==> src/rtl/spi_master_cs_ctrl_if.sv <==
// Bus bundle for spi_master_cs_ctrl: user-side byte handshake plus the
// engine-side byte/CS signals. The controller uses the slave modport; the
// surrounding logic (user + spi_master engine) uses the master modport.
interface spi_master_cs_ctrl_if #(
  parameter int MAX_BYTES_PER_CS = 2
);
  localparam int CNT_W = $clog2(MAX_BYTES_PER_CS + 1);

  // user side
  logic [CNT_W-1:0] i_TX_Count;
  logic [7:0]       i_TX_Byte;
  logic             i_TX_DV;
  logic             o_TX_Ready;
  logic [CNT_W-1:0] o_RX_Count;
  logic             o_RX_DV;
  logic [7:0]       o_RX_Byte;

  // engine side
  logic [7:0]       o_SPI_TX_Byte;
  logic             o_SPI_TX_DV;
  logic             i_SPI_TX_Ready;
  logic             i_SPI_RX_DV;
  logic [7:0]       i_SPI_RX_Byte;
  logic             o_SPI_CS_n;

  modport slave (
    input  i_TX_Count, i_TX_Byte, i_TX_DV,
    input  i_SPI_TX_Ready, i_SPI_RX_DV, i_SPI_RX_Byte,
    output o_TX_Ready, o_RX_Count, o_RX_DV, o_RX_Byte,
    output o_SPI_TX_Byte, o_SPI_TX_DV, o_SPI_CS_n
  );

  modport master (
    output i_TX_Count, i_TX_Byte, i_TX_DV,
    output i_SPI_TX_Ready, i_SPI_RX_DV, i_SPI_RX_Byte,
    input  o_TX_Ready, o_RX_Count, o_RX_DV, o_RX_Byte,
    input  o_SPI_TX_Byte, o_SPI_TX_DV, o_SPI_CS_n
  );
endinterface

==> src/rtl/spi_master_cs_ctrl.sv <==
// spi_master_cs_ctrl: chip-select / transaction sequencer in front of the
// byte-level spi_master engine. Groups 1..MAX_BYTES_PER_CS bytes under one
// active-low CS, tags returned bytes with their index and holds CS high for
// a minimum gap between transactions.
//
// Optional macro SPI_CS_LEAD_EN: inserts CS_LEAD_CLKS (+1) cycles between
// the CS fall and the first engine DV. Without it CS falls together with the
// first engine DV.
//
// state | meaning
// ------+-----------------------------------------------------------------
// IDLE  | CS high, waiting for the first byte of a transaction
// LEAD  | CS low, counting down lead time before first DV (SPI_CS_LEAD_EN)
// XFER  | CS low, forwarding bytes and collecting engine RX bytes
// GAP   | CS high, enforcing the minimum CS-inactive time
module spi_master_cs_ctrl #(
  parameter int MAX_BYTES_PER_CS = 2,
  parameter int CS_INACTIVE_CLKS = 4
`ifdef SPI_CS_LEAD_EN
  ,
  parameter int CS_LEAD_CLKS     = 2
`endif
) (
  input logic                 i_Clk,
  input logic                 i_RST_L,
  spi_master_cs_ctrl_if.slave bus
);

  localparam int CNT_W = $clog2(MAX_BYTES_PER_CS + 1);
  localparam int GAP_W = (CS_INACTIVE_CLKS < 2) ? 1 : $clog2(CS_INACTIVE_CLKS + 1);

  localparam logic [CNT_W-1:0] CNT_ONE  = CNT_W'(1);
  localparam logic [CNT_W-1:0] CNT_MAX  = CNT_W'(MAX_BYTES_PER_CS);
  localparam logic [GAP_W-1:0] GAP_LOAD = GAP_W'(CS_INACTIVE_CLKS);
  localparam logic [GAP_W-1:0] GAP_ONE  = GAP_W'(1);

`ifdef SPI_CS_LEAD_EN
  localparam int LEAD_W = (CS_LEAD_CLKS < 2) ? 1 : $clog2(CS_LEAD_CLKS + 1);
  localparam logic [LEAD_W-1:0] LEAD_LOAD = LEAD_W'(CS_LEAD_CLKS);
`endif

  typedef enum logic [1:0] {
    ST_IDLE = 2'd0,
    ST_XFER = 2'd1,
    ST_GAP  = 2'd2
`ifdef SPI_CS_LEAD_EN
    ,
    ST_LEAD = 2'd3
`endif
  } state_t;

  state_t state, state_nxt;

  logic             cs_n_q;
  logic             spi_tx_dv_q;
  logic [7:0]       spi_tx_byte_q;
  logic             rx_dv_q;
  logic [7:0]       rx_byte_q;
  logic [CNT_W-1:0] rx_count_q;
  logic [CNT_W-1:0] remaining;
  logic [CNT_W-1:0] outstanding;
  logic [CNT_W-1:0] rx_idx;
  logic [CNT_W-1:0] cnt_clamped;
  logic [GAP_W-1:0] gap_cnt;
`ifdef SPI_CS_LEAD_EN
  logic [LEAD_W-1:0] lead_cnt;
`endif

  logic tx_ready;
  logic ld_first;
  logic ld_next;
  logic xfer_done;
  logic tx_dv_set;
  logic rx_take;

  // requested byte count: 0 means one byte, oversize requests clamp to max
  always_comb begin
    cnt_clamped = bus.i_TX_Count;
    if (bus.i_TX_Count == '0) begin
      cnt_clamped = CNT_ONE;
    end else if (bus.i_TX_Count > CNT_MAX) begin
      cnt_clamped = CNT_MAX;
    end
  end

  // next-state decode, accept strobes and the combinational ready
  always_comb begin
    state_nxt = state;
    tx_ready  = 1'b0;
    ld_first  = 1'b0;
    ld_next   = 1'b0;
    xfer_done = 1'b0;
    tx_dv_set = 1'b0;
    case (state)
      ST_IDLE: begin
        tx_ready = 1'b1;
        if (bus.i_TX_DV) begin
          ld_first = 1'b1;
`ifdef SPI_CS_LEAD_EN
          if (CS_LEAD_CLKS == 0) begin
            tx_dv_set = 1'b1;
            state_nxt = ST_XFER;
          end else begin
            state_nxt = ST_LEAD;
          end
`else
          tx_dv_set = 1'b1;
          state_nxt = ST_XFER;
`endif
        end
      end
`ifdef SPI_CS_LEAD_EN
      ST_LEAD: begin
        if (lead_cnt == '0) begin
          tx_dv_set = 1'b1;
          state_nxt = ST_XFER;
        end
      end
`endif
      ST_XFER: begin
        tx_ready = (remaining != '0) && bus.i_SPI_TX_Ready && !spi_tx_dv_q;
        if (tx_ready && bus.i_TX_DV) begin
          ld_next   = 1'b1;
          tx_dv_set = 1'b1;
        end else if ((remaining == '0) && (outstanding == '0) &&
                     bus.i_SPI_TX_Ready && !spi_tx_dv_q) begin
          xfer_done = 1'b1;
          state_nxt = ST_GAP;
        end
      end
      ST_GAP: begin
        if (gap_cnt <= GAP_ONE) begin
          state_nxt = ST_IDLE;
        end
      end
      default: begin
        state_nxt = ST_IDLE;
      end
    endcase
    // never advertise ready while reset is being applied
    if (!i_RST_L) begin
      tx_ready = 1'b0;
    end
  end

  // engine RX pulses only count while a transaction is open
  assign rx_take = bus.i_SPI_RX_DV && (state == ST_XFER);

  // state register
  always_ff @(posedge i_Clk) begin
    if (!i_RST_L) begin
      state <= ST_IDLE;
    end else begin
      state <= state_nxt;
    end
  end

  // chip select and engine-side byte/strobe
  always_ff @(posedge i_Clk) begin
    if (!i_RST_L) begin
      cs_n_q        <= 1'b1;
      spi_tx_dv_q   <= 1'b0;
      spi_tx_byte_q <= 8'h00;
    end else begin
      spi_tx_dv_q <= tx_dv_set;
      if (ld_first || ld_next) begin
        spi_tx_byte_q <= bus.i_TX_Byte;
      end
      if (ld_first) begin
        cs_n_q <= 1'b0;
      end else if (xfer_done) begin
        cs_n_q <= 1'b1;
      end
    end
  end

  // bytes still to accept and the RX index within the transaction
  always_ff @(posedge i_Clk) begin
    if (!i_RST_L) begin
      remaining <= '0;
      rx_idx    <= '0;
    end else begin
      if (ld_first) begin
        remaining <= cnt_clamped - CNT_ONE;
      end else if (ld_next) begin
        remaining <= remaining - CNT_ONE;
      end
      if (ld_first) begin
        rx_idx <= '0;
      end else if (rx_take) begin
        rx_idx <= rx_idx + CNT_ONE;
      end
    end
  end

  // bytes handed to the engine but not yet returned; accept and RX may coincide
  always_ff @(posedge i_Clk) begin
    if (!i_RST_L) begin
      outstanding <= '0;
    end else if (ld_first) begin
      outstanding <= CNT_ONE;
    end else begin
      case ({ld_next, rx_take && (outstanding != '0)})
        2'b10:   outstanding <= outstanding + CNT_ONE;
        2'b01:   outstanding <= outstanding - CNT_ONE;
        default: outstanding <= outstanding;
      endcase
    end
  end

  // CS-inactive gap down-counter, loaded as CS rises
  always_ff @(posedge i_Clk) begin
    if (!i_RST_L) begin
      gap_cnt <= '0;
    end else if (xfer_done) begin
      gap_cnt <= GAP_LOAD;
    end else if ((state == ST_GAP) && (gap_cnt != '0)) begin
      gap_cnt <= gap_cnt - GAP_ONE;
    end
  end

`ifdef SPI_CS_LEAD_EN
  // CS-to-first-DV lead down-counter, loaded as CS falls
  always_ff @(posedge i_Clk) begin
    if (!i_RST_L) begin
      lead_cnt <= '0;
    end else if (ld_first) begin
      lead_cnt <= LEAD_LOAD;
    end else if ((state == ST_LEAD) && (lead_cnt != '0)) begin
      lead_cnt <= lead_cnt - LEAD_W'(1);
    end
  end
`endif

  // registered copy of engine RX, tagged with its index
  always_ff @(posedge i_Clk) begin
    if (!i_RST_L) begin
      rx_dv_q    <= 1'b0;
      rx_byte_q  <= 8'h00;
      rx_count_q <= '0;
    end else begin
      rx_dv_q <= rx_take;
      if (rx_take) begin
        rx_byte_q  <= bus.i_SPI_RX_Byte;
        rx_count_q <= rx_idx;
      end
    end
  end

  assign bus.o_TX_Ready    = tx_ready;
  assign bus.o_RX_Count    = rx_count_q;
  assign bus.o_RX_DV       = rx_dv_q;
  assign bus.o_RX_Byte     = rx_byte_q;
  assign bus.o_SPI_TX_Byte = spi_tx_byte_q;
  assign bus.o_SPI_TX_DV   = spi_tx_dv_q;
  assign bus.o_SPI_CS_n    = cs_n_q;

endmodule

==> src/flat_wrapper.sv <==
// flat-port wrapper written by rule: the top's interface ports become plain ports
module spi_master_cs_ctrl_flat 
#(
  parameter int MAX_BYTES_PER_CS = 2,
  parameter int CS_INACTIVE_CLKS = 4

)
  (i_Clk, i_RST_L, bus_i_TX_Count, bus_i_TX_Byte, bus_i_TX_DV, bus_i_SPI_TX_Ready, bus_i_SPI_RX_DV, bus_i_SPI_RX_Byte, bus_o_TX_Ready, bus_o_RX_Count, bus_o_RX_DV, bus_o_RX_Byte, bus_o_SPI_TX_Byte, bus_o_SPI_TX_DV, bus_o_SPI_CS_n);
  spi_master_cs_ctrl_if #(.MAX_BYTES_PER_CS(MAX_BYTES_PER_CS)) bus_i ();
  input logic i_Clk;
  input logic i_RST_L;
  input wire logic [$bits(bus_i.i_TX_Count)-1:0] bus_i_TX_Count;
  input wire logic [$bits(bus_i.i_TX_Byte)-1:0] bus_i_TX_Byte;
  input wire logic [$bits(bus_i.i_TX_DV)-1:0] bus_i_TX_DV;
  input wire logic [$bits(bus_i.i_SPI_TX_Ready)-1:0] bus_i_SPI_TX_Ready;
  input wire logic [$bits(bus_i.i_SPI_RX_DV)-1:0] bus_i_SPI_RX_DV;
  input wire logic [$bits(bus_i.i_SPI_RX_Byte)-1:0] bus_i_SPI_RX_Byte;
  output wire logic [$bits(bus_i.o_TX_Ready)-1:0] bus_o_TX_Ready;
  output wire logic [$bits(bus_i.o_RX_Count)-1:0] bus_o_RX_Count;
  output wire logic [$bits(bus_i.o_RX_DV)-1:0] bus_o_RX_DV;
  output wire logic [$bits(bus_i.o_RX_Byte)-1:0] bus_o_RX_Byte;
  output wire logic [$bits(bus_i.o_SPI_TX_Byte)-1:0] bus_o_SPI_TX_Byte;
  output wire logic [$bits(bus_i.o_SPI_TX_DV)-1:0] bus_o_SPI_TX_DV;
  output wire logic [$bits(bus_i.o_SPI_CS_n)-1:0] bus_o_SPI_CS_n;
  assign bus_i.i_TX_Count = bus_i_TX_Count;
  assign bus_i.i_TX_Byte = bus_i_TX_Byte;
  assign bus_i.i_TX_DV = bus_i_TX_DV;
  assign bus_i.i_SPI_TX_Ready = bus_i_SPI_TX_Ready;
  assign bus_i.i_SPI_RX_DV = bus_i_SPI_RX_DV;
  assign bus_i.i_SPI_RX_Byte = bus_i_SPI_RX_Byte;
  assign bus_o_TX_Ready = bus_i.o_TX_Ready;
  assign bus_o_RX_Count = bus_i.o_RX_Count;
  assign bus_o_RX_DV = bus_i.o_RX_DV;
  assign bus_o_RX_Byte = bus_i.o_RX_Byte;
  assign bus_o_SPI_TX_Byte = bus_i.o_SPI_TX_Byte;
  assign bus_o_SPI_TX_DV = bus_i.o_SPI_TX_DV;
  assign bus_o_SPI_CS_n = bus_i.o_SPI_CS_n;
  spi_master_cs_ctrl #(.MAX_BYTES_PER_CS(MAX_BYTES_PER_CS), .CS_INACTIVE_CLKS(CS_INACTIVE_CLKS)) u_core (.i_Clk(i_Clk), .i_RST_L(i_RST_L), .bus(bus_i));
endmodule
==> config.mk <==
export PLATFORM = sky130hd
export DESIGN_NAME = spi_master_cs_ctrl_flat
export DESIGN_NICKNAME = d
export VERILOG_FILES = /design/src/rtl/spi_master_cs_ctrl_if.sv /design/src/rtl/spi_master_cs_ctrl.sv /design/src/flat_wrapper.sv
export SDC_FILE = /design/constraint.sdc
export NUM_CORES = 1
export LEC_CHECK = 0
export ABC_AREA = 1
export CAP_MARGIN = 20
export CORE_MARGIN = 4
export CORE_UTILIZATION = 50
export CTS_CLUSTER_DIAMETER = 40
export DETAILED_ROUTE_END_ITERATION = 10
export DONT_BUFFER_PORTS = 1
export PLACE_DENSITY = 0.69
export SETUP_SLACK_MARGIN = 0.5
export SLEW_MARGIN = 20
export SYNTH_ARGS = -nofsm -noshare
export SYNTH_HDL_FRONTEND = slang
export SYNTH_SLANG_ARGS = --single-unit
==> constraint.sdc <==
create_clock -name i_Clk -period 2.5 [get_ports i_Clk]
set_input_delay 0.125 -clock i_Clk [delete_from_list [all_inputs] [get_ports i_Clk]]
set_output_delay 0.125 -clock i_Clk [all_outputs]
set_load 0.02 [all_outputs]
# After elaboration in Yosys (flattened, before gate mapping)
# Cells that the tools add are included.
dict set report totals {
  reg_bits 32
  latchBits 0
  mem_bits_rw 0
  romBits 0
  inputBits 23
  output_inout_bits 22
  wordCells 81
  mem_count 0
}
dict set report classes {
  n_addsub 6
  n_mul 0
  div_mod_pow 0
  n_lt_le_gt_ge 2
  eq_ne 8
  shift 0
  mux 25
  n_bitwise 1
  n_reduce_logical 26
}
# cell n
set op_table {}
lappend op_table {{2-to-1 mux 2 bit} 8}
lappend op_table {{nonzero test 2 bit} 6}
lappend op_table {{2-to-1 mux 1 bit} 11}
lappend op_table {{logical AND 1 bit} 9}
lappend op_table {{zero test 2 bit} 4}
lappend op_table {{2-to-1 mux 3 bit} 2}
lappend op_table {{case mux 2 bit (3 select lines)} 1}
lappend op_table {{nonzero test 3 bit} 2}
lappend op_table {{subtractor 2 x 1 -> 2 bit (second input constant)} 3}
lappend op_table {{adder 2 x 1 -> 2 bit (second input constant)} 2}
lappend op_table {{equality test 2 x 1 -> 1 bit (second input constant)} 2}
lappend op_table {{equality test 2 bit (second input constant)} 2}
lappend op_table {{!= test 2 x 1 -> 1 bit (second input constant)} 2}
lappend op_table {{!= test 2 bit (second input constant)} 2}
lappend op_table {{case mux 1 bit (2 select lines)} 2}
lappend op_table {{case mux 2 bit (2 select lines)} 1}
lappend op_table {{AND reduction 4 bit} 1}
lappend op_table {{OR reduction 2 bit} 2}
lappend op_table {{<= comparator 3 x 1 -> 1 bit (second input constant)} 1}
lappend op_table {{subtractor 3 x 1 -> 3 bit (second input constant)} 1}
lappend op_table {{> comparator 2 bit (second input constant)} 1}
lappend op_table {{zero test 1 bit} 1}
lappend op_table {{logical OR 1 bit} 1}
lappend op_table {{NOT 1 bit} 1}

# Logic depth before layout (Yosys ltp)
# Gate-level depths: netlist of the first run.
dict set report logic_depth {
  ltp_word 9
  ltp_mapped 10
  mapped_depth_nobuf 9
}

# Worst setup path before layout of the first run
# OpenSTA, ideal clock, no wires.
dict set report synth_timing {
  path_type {register -> register}
  start {reg u_core.spi_tx_dv_q, in the netlist u_core.bus.o_SPI_TX_DV}
  end {reg u_core.outstanding[1]}
  setup_time_ps 116
  arrival_ps 1475
  required_ps 2384
  setup_slack_ps 909
  stages_incl_launch_ff 11
  path_buffers 1
  synth_period_minus_slack_ps 1591
  path_cell_list {dfxtp_1 -> inv_1 -> nand2_1 -> nor2_2 -> nand2_4 -> buf_6 -> ha_1 -> inv_1 -> nand2_1 -> o21ai_0 -> nor2_1}
}
dict set report synth_between {
  elab_chain_cells 7
  word_cells_on_any_way 9
  cone_classes {2 x eq/ne; 3 x mux; 4 x reduce/logical}
}
# item line_no
set synth_lines {}
lappend synth_lines {{start, declared} spi_master_cs_ctrl.sv:55} ;# logic spi_tx_dv_q;
lappend synth_lines {{start signal, assigned} spi_master_cs_ctrl.sv:165} ;# spi_tx_dv_q <= tx_dv_set;
lappend synth_lines {{zero test 1 bit *} spi_master_cs_ctrl.sv:121} ;# tx_ready = (remaining != '0) && bus.i_SPI_TX_Ready && !spi_tx_dv_q;
lappend synth_lines {{logical AND 1 bit *} spi_master_cs_ctrl.sv:121}
lappend synth_lines {{logical AND 1 bit *} spi_master_cs_ctrl.sv:122} ;# if (tx_ready && bus.i_TX_DV) begin
lappend synth_lines {{2-to-1 mux 1 bit *} spi_master_cs_ctrl.sv:122}
lappend synth_lines {{2-to-1 mux 1 bit *} spi_master_cs_ctrl.sv:94} ;# case (state)
lappend synth_lines {{equality test 2 x 1 -> 1 bit / equality test 2 bit (equally long branches)} spi_master_cs_ctrl.sv:203} ;# case ({ld_next, rx_take && (outstanding != '0)})
lappend synth_lines {{case mux 2 bit (2 select lines) / nonzero test 2 bit (equally long branches)} -}
lappend synth_lines {{end signal, assigned} spi_master_cs_ctrl.sv:204} ;# 2'b10: outstanding <= outstanding + CNT_ONE;
lappend synth_lines {{end signal, assigned} spi_master_cs_ctrl.sv:205} ;# 2'b01: outstanding <= outstanding - CNT_ONE;
lappend synth_lines {{end signal, assigned} spi_master_cs_ctrl.sv:206} ;# default: outstanding <= outstanding;
lappend synth_lines {{end, declared} spi_master_cs_ctrl.sv:61} ;# logic [CNT_W-1:0] outstanding;
# Mark *: on every way between the ends. The rest lies on a longest branch, timed or not.
# A chain may end at the register's enable or synchronous reset.

# Worst setup path in the final report of the first run
dict set report layout_timing {
  start {reg u_core.state[0]}
  end {out bus_o_TX_Ready}
}
dict set report layout_between {
  elab_chain_cells 3
  word_cells_on_any_way 4
  cone_classes {1 x eq/ne; 2 x mux; 1 x reduce/logical}
}
# item line_no
set layout_lines {}
lappend layout_lines {{start, declared} spi_master_cs_ctrl.sv:52} ;# state_t state, state_nxt;
lappend layout_lines {{start signal, assigned} spi_master_cs_ctrl.sv:154} ;# state <= state_nxt;
lappend layout_lines {{equality test 2 x 1 -> 1 bit / zero test 2 bit (equally long branches)} spi_master_cs_ctrl.sv:94}
lappend layout_lines {{case mux 1 bit (2 select lines) *} spi_master_cs_ctrl.sv:94}
lappend layout_lines {{2-to-1 mux 1 bit *} spi_master_cs_ctrl.sv:141} ;# if (!i_RST_L) begin
lappend layout_lines {{end, declared} flat_wrapper.sv:18} ;# output wire logic [$bits(bus_i.o_TX_Ready)-1:0] bus_o_TX_Ready;
# Marked as above.

==> flow_metrics.env, run 1 <==
export IMPL_area_growth_pct=18.7
export IMPL_drv_slew=0
export IMPL_setup_viol=0
export IMPL_cts_buffers_inserted=5
export IMPL_path_max_fanout=13
export IMPL_grt_overflow_total=0
export IMPL_path_clk_slew_ns=0.09
export IMPL_synth_edf_count=0
export IMPL_crit_path_cell_trace="inv_2 > nor2_4 > buf_4 > nand2_1 > a21oi_1"
export IMPL_drtPass1Iterations=4
export IMPL_cp_data_required_time_ns=2.38
export IMPL_avgSynthCellArea_um2=8.11
export IMPL_crit_path_end_kind="output pin"
export IMPL_dieArea_um2=3880
export IMPL_cts_max_path_buffers=2
export IMPL_ys_types=24
export IMPL_grt_max_degree=22
export IMPL_power_leakage_uw=0.000704
export IMPL_htree_levels=2
export IMPL_drv_cap=0
export IMPL_hpwl_um=2170
export IMPL_worstHoldPathType="in -> reg"
export IMPL_ys_async_sr_fraction=0
export IMPL_cts_tree="done"
export IMPL_final_nets=233
export IMPL_synthCells=182
export IMPL_gp_congestion=0.744
export IMPL_vdd_ir_drop_max_mv=0.585
export IMPL_drive_above_1_share=0.145
export IMPL_drt_iter0_markers=42
export IMPL_synth_top_area_cell="dfxtp_1"
export IMPL_critPathSlowestCell="dfxtp_1"
export IMPL_cts_resized_gates=0
export IMPL_fillCellCount=248
export IMPL_totalWireLength_um=3260
export IMPL_period_needed_ns=1.74
export IMPL_fin_skew_ns=0.00673
export IMPL_start_util=0.530
export IMPL_grt_pass1_wl_um=5490
export IMPL_num_rows=19
export IMPL_hold_viol_final=0
export IMPL_clock_fmax_mhz=575
export IMPL_crit_type="reg -> out"
export IMPL_slew_headroom=0.662
export IMPL_synthTopCellsByCount="nand2_1, dfxtp_1, a21oi_1"
export IMPL_period_share=0.696
export IMPL_vias=1251
export IMPL_wl_per_cell_um=13.7
export IMPL_viasPerCell=5.26
export IMPL_placement_io_buffers=0
export IMPL_fin_util=0.630
export IMPL_fin_tns_setup_ns=0
export IMPL_synth_warnings=0
export IMPL_reg2reg_slack_ns=0.77
export IMPL_syn_cell_area_um2=1480
export IMPL_synth_fp_nets=209
export IMPL_drc=0
export IMPL_die_x_um=62.3
export IMPL_clk_latency_ns=0.32
export IMPL_startpoint_type="flop"
export IMPL_ant_nets=0
export IMPL_track_usage=0.173
export IMPL_ys_flop_type="dfxtp_1"
export IMPL_seq_area_frac_synth=0.434
export IMPL_ctsHoldBuffers=24
export IMPL_cpPeakStageDelay_ns=0.43
export IMPL_hold_ws_ns=0.0111
export IMPL_crit_arrival_ns=1.61
export IMPL_num_antenna_cells=0
export IMPL_grt_pass1_vias=1257
export IMPL_synth_area_leaders="dfxtp_1, nand2_1, a21oi_1, a21oi_2, nand3_1"
export IMPL_rsz0062_at_grt="false"
export IMPL_cts_root_buf="clkbuf_4"
export IMPL_synth_seq_cells=32
export IMPL_ioPinCount=45
export IMPL_yosysTopAreaCellShare=0.434
export IMPL_postCtsSetupRepairBufs=0
export IMPL_power_density_nw_per_um2=598
export IMPL_synth_most_common_cell="nand2_1"
export IMPL_tightest_slew_ns=0.509
export IMPL_die_h_um=62.3
export IMPL_fp_coreArea_um2=2780
export IMPL_cts_sinks=32
export IMPL_antenna_found_initial=0
export IMPL_status="finished clean"
per-stage QoR:
| step | cells | instance area [um2] | total power [uW] | setup slack (ns) |
|---|---|---|---|---|
| floorplan | 182 | 1480 | 718 | 0.909 |
| global placement | 206 | 1450 | 722 | 0.856 |
| detailed placement | 206 | 1450 | 729 | 0.787 |
| CTS | 238 | 1750 | 1060 | 0.741 |
| global route | 238 | 1750 | 1110 | 0.586 |
| finish | 238 | 1750 | 1050 | 0.760 |
power by group:
part	total (uW)	internal, uW	switching (uW)
sequential	589	540	48.8
combinational	161	70.0	90.8
clock	299	139	160
final cells by class:
class,instances,area [um2],share of cell area
sequential,32,641,0.366
multi-input combinational,125,702,0.401
timing repair buffer,25,248,0.141
tap,31,38.8,0.0221
clock buffer,8,58.8,0.0336
inverter,17,63.8,0.0364
routing by layer:
metal | wire, um | up-vias | track usage | part of all wire
li1 | - | 636 | - | -
met1 | 1400 | 568 | 0.196 | 0.43
met2 | 1580 | 37 | 0.277 | 0.48
met3 | 197 | 10 | 0.0595 | 0.060
met4 | 83 | 0 | 0.103 | 0.025
met5 | 0 | - | 0 | 0
flip-flops by register name, summed over array words and instances, names as in the netlist:
register and count:
u_core.bus.o_RX_Byte 8, u_core.bus.o_SPI_TX_Byte 8, u_core.state 2, u_core.bus.o_SPI_TX_DV 1
u_core.rx_idx 2, u_core.remaining 2, u_core.outstanding 2, u_core.bus.o_RX_DV 1
u_core.bus.o_SPI_CS_n 1, u_core.bus.o_RX_Count 2, u_core.gap_cnt 3
cells in the final DEF, fill, tap and decap left out, drive strengths merged:
master	count
xor2	3
nand3	17
buf	1
nand2	39
inv	16
nor2	20
o21ai	2
a21oi	29
clkbuf	8
dfxtp	32
clkinv	1
nand4	2
or2	1
nand3b	8
dlygate4sd3	24
ha	4
final timing paths:
check | from | endpoint | depth (start not counted)
max | u_core.state[0]$_SDFFE_PN0P_ | bus_o_TX_Ready | 5
min | bus_i_TX_Count[1] | u_core.remaining[0]$_SDFFE_PN0P_ | 4
max reg2reg | u_core.bus.o_SPI_TX_DV$_SDFF_PN0_ | u_core.outstanding[1]$_SDFFE_PP0P_ | 9
min reg2reg | u_core.remaining[1]$_SDFFE_PN0P_ | u_core.remaining[1]$_SDFFE_PN0P_ | 2
worst max-delay path, delay by kind of cell (launching register included):
family / cells / cell delay [ns]
flip-flops: 1 / 0.43
AO/OA/AOI/OAI: 1 / 0.41
buffers and inverters: 2 / 0.28
AND/OR/NAND/NOR: 2 / 0.17
logic make-up after synthesis:
group                      after synthesis  share of synthesized area
AOI/OAI and AO/OA                       31                      0.131
xor gates and xnor gates                 3                     0.0178
adders and majority gates                4                     0.0339
DFF                                     32                      0.434
buffers and inverters                   25                     0.0899
and+or+nand+nor                         87                      0.293
Note: power is estimated with default switching activity, not from simulation.
==> inputs of run 2 (changes only) <==
--- a/config.mk
+++ b/config.mk
@@ -5,7 +5,7 @@
 export SDC_FILE = /design/constraint.sdc
 export NUM_CORES = 1
 export LEC_CHECK = 0
-export ABC_AREA = 1
+export ABC_AREA = 0
 export CAP_MARGIN = 20
 export CORE_MARGIN = 4
 export CORE_UTILIZATION = 50
==> constraint.sdc (replaced) <==
create_clock -name i_Clk -period 1.8 [get_ports i_Clk]
set_input_delay 0.09 -clock i_Clk [delete_from_list [all_inputs] [get_ports i_Clk]]
set_output_delay 0.09 -clock i_Clk [all_outputs]
set_load 0.02 [all_outputs]
==> flow_metrics.env, run 2 <==
export IMPL_ys_flop_type="dfxtp_1"
export IMPL_layout_common_cells="nand2_1, dfxtp_1, dlygate4sd3_1, a21boi_1, buf_4"
export IMPL_synth_edf_count=0
export IMPL_synth_top_area_cell="dfxtp_1"
export IMPL_ys_async_sr_fraction=0
export IMPL_cts_root_buf="clkbuf_4"
export IMPL_dieArea_um2=3740
export IMPL_syn_cell_area_um2=1410
export IMPL_cts_tree="done"
export IMPL_startpoint_type="flop"
export IMPL_synth_seq_cells=32
export IMPL_hpwl_um=1930
export IMPL_drt_iter0_markers=42
export IMPL_grt_max_degree=38
export IMPL_cts_max_path_buffers=2
export IMPL_synth_area_leaders="dfxtp_1, nand2_1, a21boi_1, mux2i_1, ha_1"
export IMPL_clk_latency_ns=0.32
export IMPL_setup_viol=0
export IMPL_cp_data_required_time_ns=2.02
export IMPL_worstHoldPathType="in -> reg"
export IMPL_crit_buf_inv=0
export IMPL_ioPinCount=45
export IMPL_synthTopCellsByCount="nand2_1, dfxtp_1, a21boi_1"
export IMPL_period_share=0.789
export IMPL_die_h_um=61.2
export IMPL_tightest_slew_ns=0.255
export IMPL_synth_most_common_cell="nand2_1"
export IMPL_totalWireLength_um=3280
export IMPL_num_antenna_cells=0
export IMPL_total_power_uw=1670
export IMPL_cts_buffers_inserted=5
export IMPL_power_leakage_uw=0.000745
export IMPL_drtPass1Iterations=4
export IMPL_yosysTopAreaCellShare=0.453
export IMPL_htree_levels=2
export IMPL_avgSynthCellArea_um2=9.17
export IMPL_antenna_found_initial=0
export IMPL_fp_coreArea_um2=2730
export IMPL_fillCellCount=195
export IMPL_ys_types=39
export IMPL_fin_tns_setup_ns=0
export IMPL_rsz0062_at_grt="true"
export IMPL_crit_arrival_ns=1.64
export IMPL_vias=1146
export IMPL_seq_area_frac_synth=0.453
export IMPL_path_common_cell="nor2_2"
export IMPL_synthCells=154
export IMPL_path_max_fanout=4
export IMPL_crit_path_cell_trace="nor2_2 > nand4b_1 > ha_2 > nor2_2 > xnor2_1 > nor2_1"
export IMPL_grt_overflow_total=0
export IMPL_clock_fmax_mhz=704
export IMPL_crit_type="reg -> reg"
export IMPL_path_clk_slew_ns=0.10
export IMPL_slew_headroom=0.830
export IMPL_gp_congestion=0.718
export IMPL_ant_nets=0
export IMPL_cp_startpoint="u_core.remaining[0]$_SDFFE_PN0P_"
export IMPL_period_needed_ns=1.42
export IMPL_drc=0
export IMPL_cts_sinks=32
export IMPL_wl_per_cell_um=15.0
export IMPL_crit_path_end_kind="flop"
export IMPL_area_growth_pct=35.6
export IMPL_layout_commonest_cell="nand2_1"
export IMPL_cpPeakStageDelay_ns=0.38
export IMPL_drv_cap=0
export IMPL_drv_slew=0
export IMPL_final_nets=213
export IMPL_min_from="i_RST_L"
export IMPL_power_density_nw_per_um2=870
export IMPL_placement_io_buffers=0
export IMPL_synth_fp_nets=181
export IMPL_num_rows=19
export IMPL_cp_top_family="simple AND/OR/NAND/NOR gates"
export IMPL_viasPerCell=5.26
export IMPL_vdd_ir_drop_max_mv=0.684
export IMPL_grt_pass1_wl_um=5270
export IMPL_synth_warnings=0
export IMPL_r2r_start="u_core.remaining[0]$_SDFFE_PN0P_"
export IMPL_grt_pass1_vias=1159
export IMPL_start_util=0.517
export IMPL_hold_viol_final=0
export IMPL_drive_above_1_share=0.299
export IMPL_critPathSlowestCell="dfxtp_4"
export IMPL_track_usage=0.196
export IMPL_die_x_um=61.2
export IMPL_fin_skew_ns=0.00440
export IMPL_status="finished clean"
export IMPL_fin_util=0.701
-- run 2: per-layer routing --
metal,part of all wire,global-route usage
met1,0.38,0.211
met2,0.52,0.331
met3,0.086,0.0901
met4,0.015,0.0836
met5,0,0
-- run 2: timing repair --
item,in CTS,in global routing
endpoints found under the setup margin,13,16
pin swaps,6,5
setup buffers,8,3
endpoints found under the hold margin,32,0
resized for setup,12,11
cloned,0,0
hold buffers,19,0
-- run 2: final timing paths --
kind / end / slack (ns) / cells after the start
hold / removal: u_core.bus.o_SPI_CS_n$_SDFFE_PN1P_ / 0.02 / 2
setup / recovery: u_core.outstanding[1]$_SDFFE_PP0P_ / 0.38 / 6
hold reg to reg: u_core.bus.o_RX_Count[1]$_SDFFE_PN0P_ / 0.48 / 2
setup reg to reg: u_core.outstanding[1]$_SDFFE_PP0P_ / 0.38 / 6
-- run 2: stage by stage --
step | area [um2] | worst slack [ns] | hold WS, ns | cells
detailed placement | 1450 | 0.286 | 0.172 | 180
finish | 1920 | 0.380 | 0.0214 | 218
global route | 1920 | 0.332 | 0.0194 | 218
global placement | 1450 | 0.310 | 0.166 | 180
floorplan | 1440 | 0.396 | 0.212 | 154
CTS | 1860 | 0.404 | 0.00285 | 215
-- run 2: report_power, final --
| part | internal (uW) | switching (uW) |
|---|---|---|
| registers | 745 | 65.0 |
| logic | 130 | 113 |
| clock network | 369 | 245 |
-- run 2: cell type report --
type,count,area (um2),share of cell area
clock buffers,7,65.1,0.0340
clock inverters,1,30.0,0.0157
inverters,2,7.51,0.00392
multi-input cells,112,793,0.414
flip-flops and latches,32,656,0.342
well taps,31,38.8,0.0202
repair buffers,33,325,0.170
-- run 2: worst register-to-register path: stages, from the launching register on --
cell and delay (ns):
dfxtp_4 0.38, nor2_2 0.17, nand4b_1 0.16, ha_2 0.31
nor2_2 0.12, xnor2_1 0.13, nor2_1 0.05
-- run 2: cell families (layout without fill, tap and decap cells) --
| family | after synthesis | after routing | share of synthesized area |
|---|---|---|---|
| xor+xnor | 6 | 6 | 0.0372 |
| compound gates | 24 | 24 | 0.134 |
| fa+ha+maj | 4 | 4 | 0.0354 |
| flops | 32 | 32 | 0.453 |
| buf+inv | 10 | 43 | 0.0372 |
| mux | 8 | 8 | 0.0567 |
| simple gates | 70 | 70 | 0.246 |
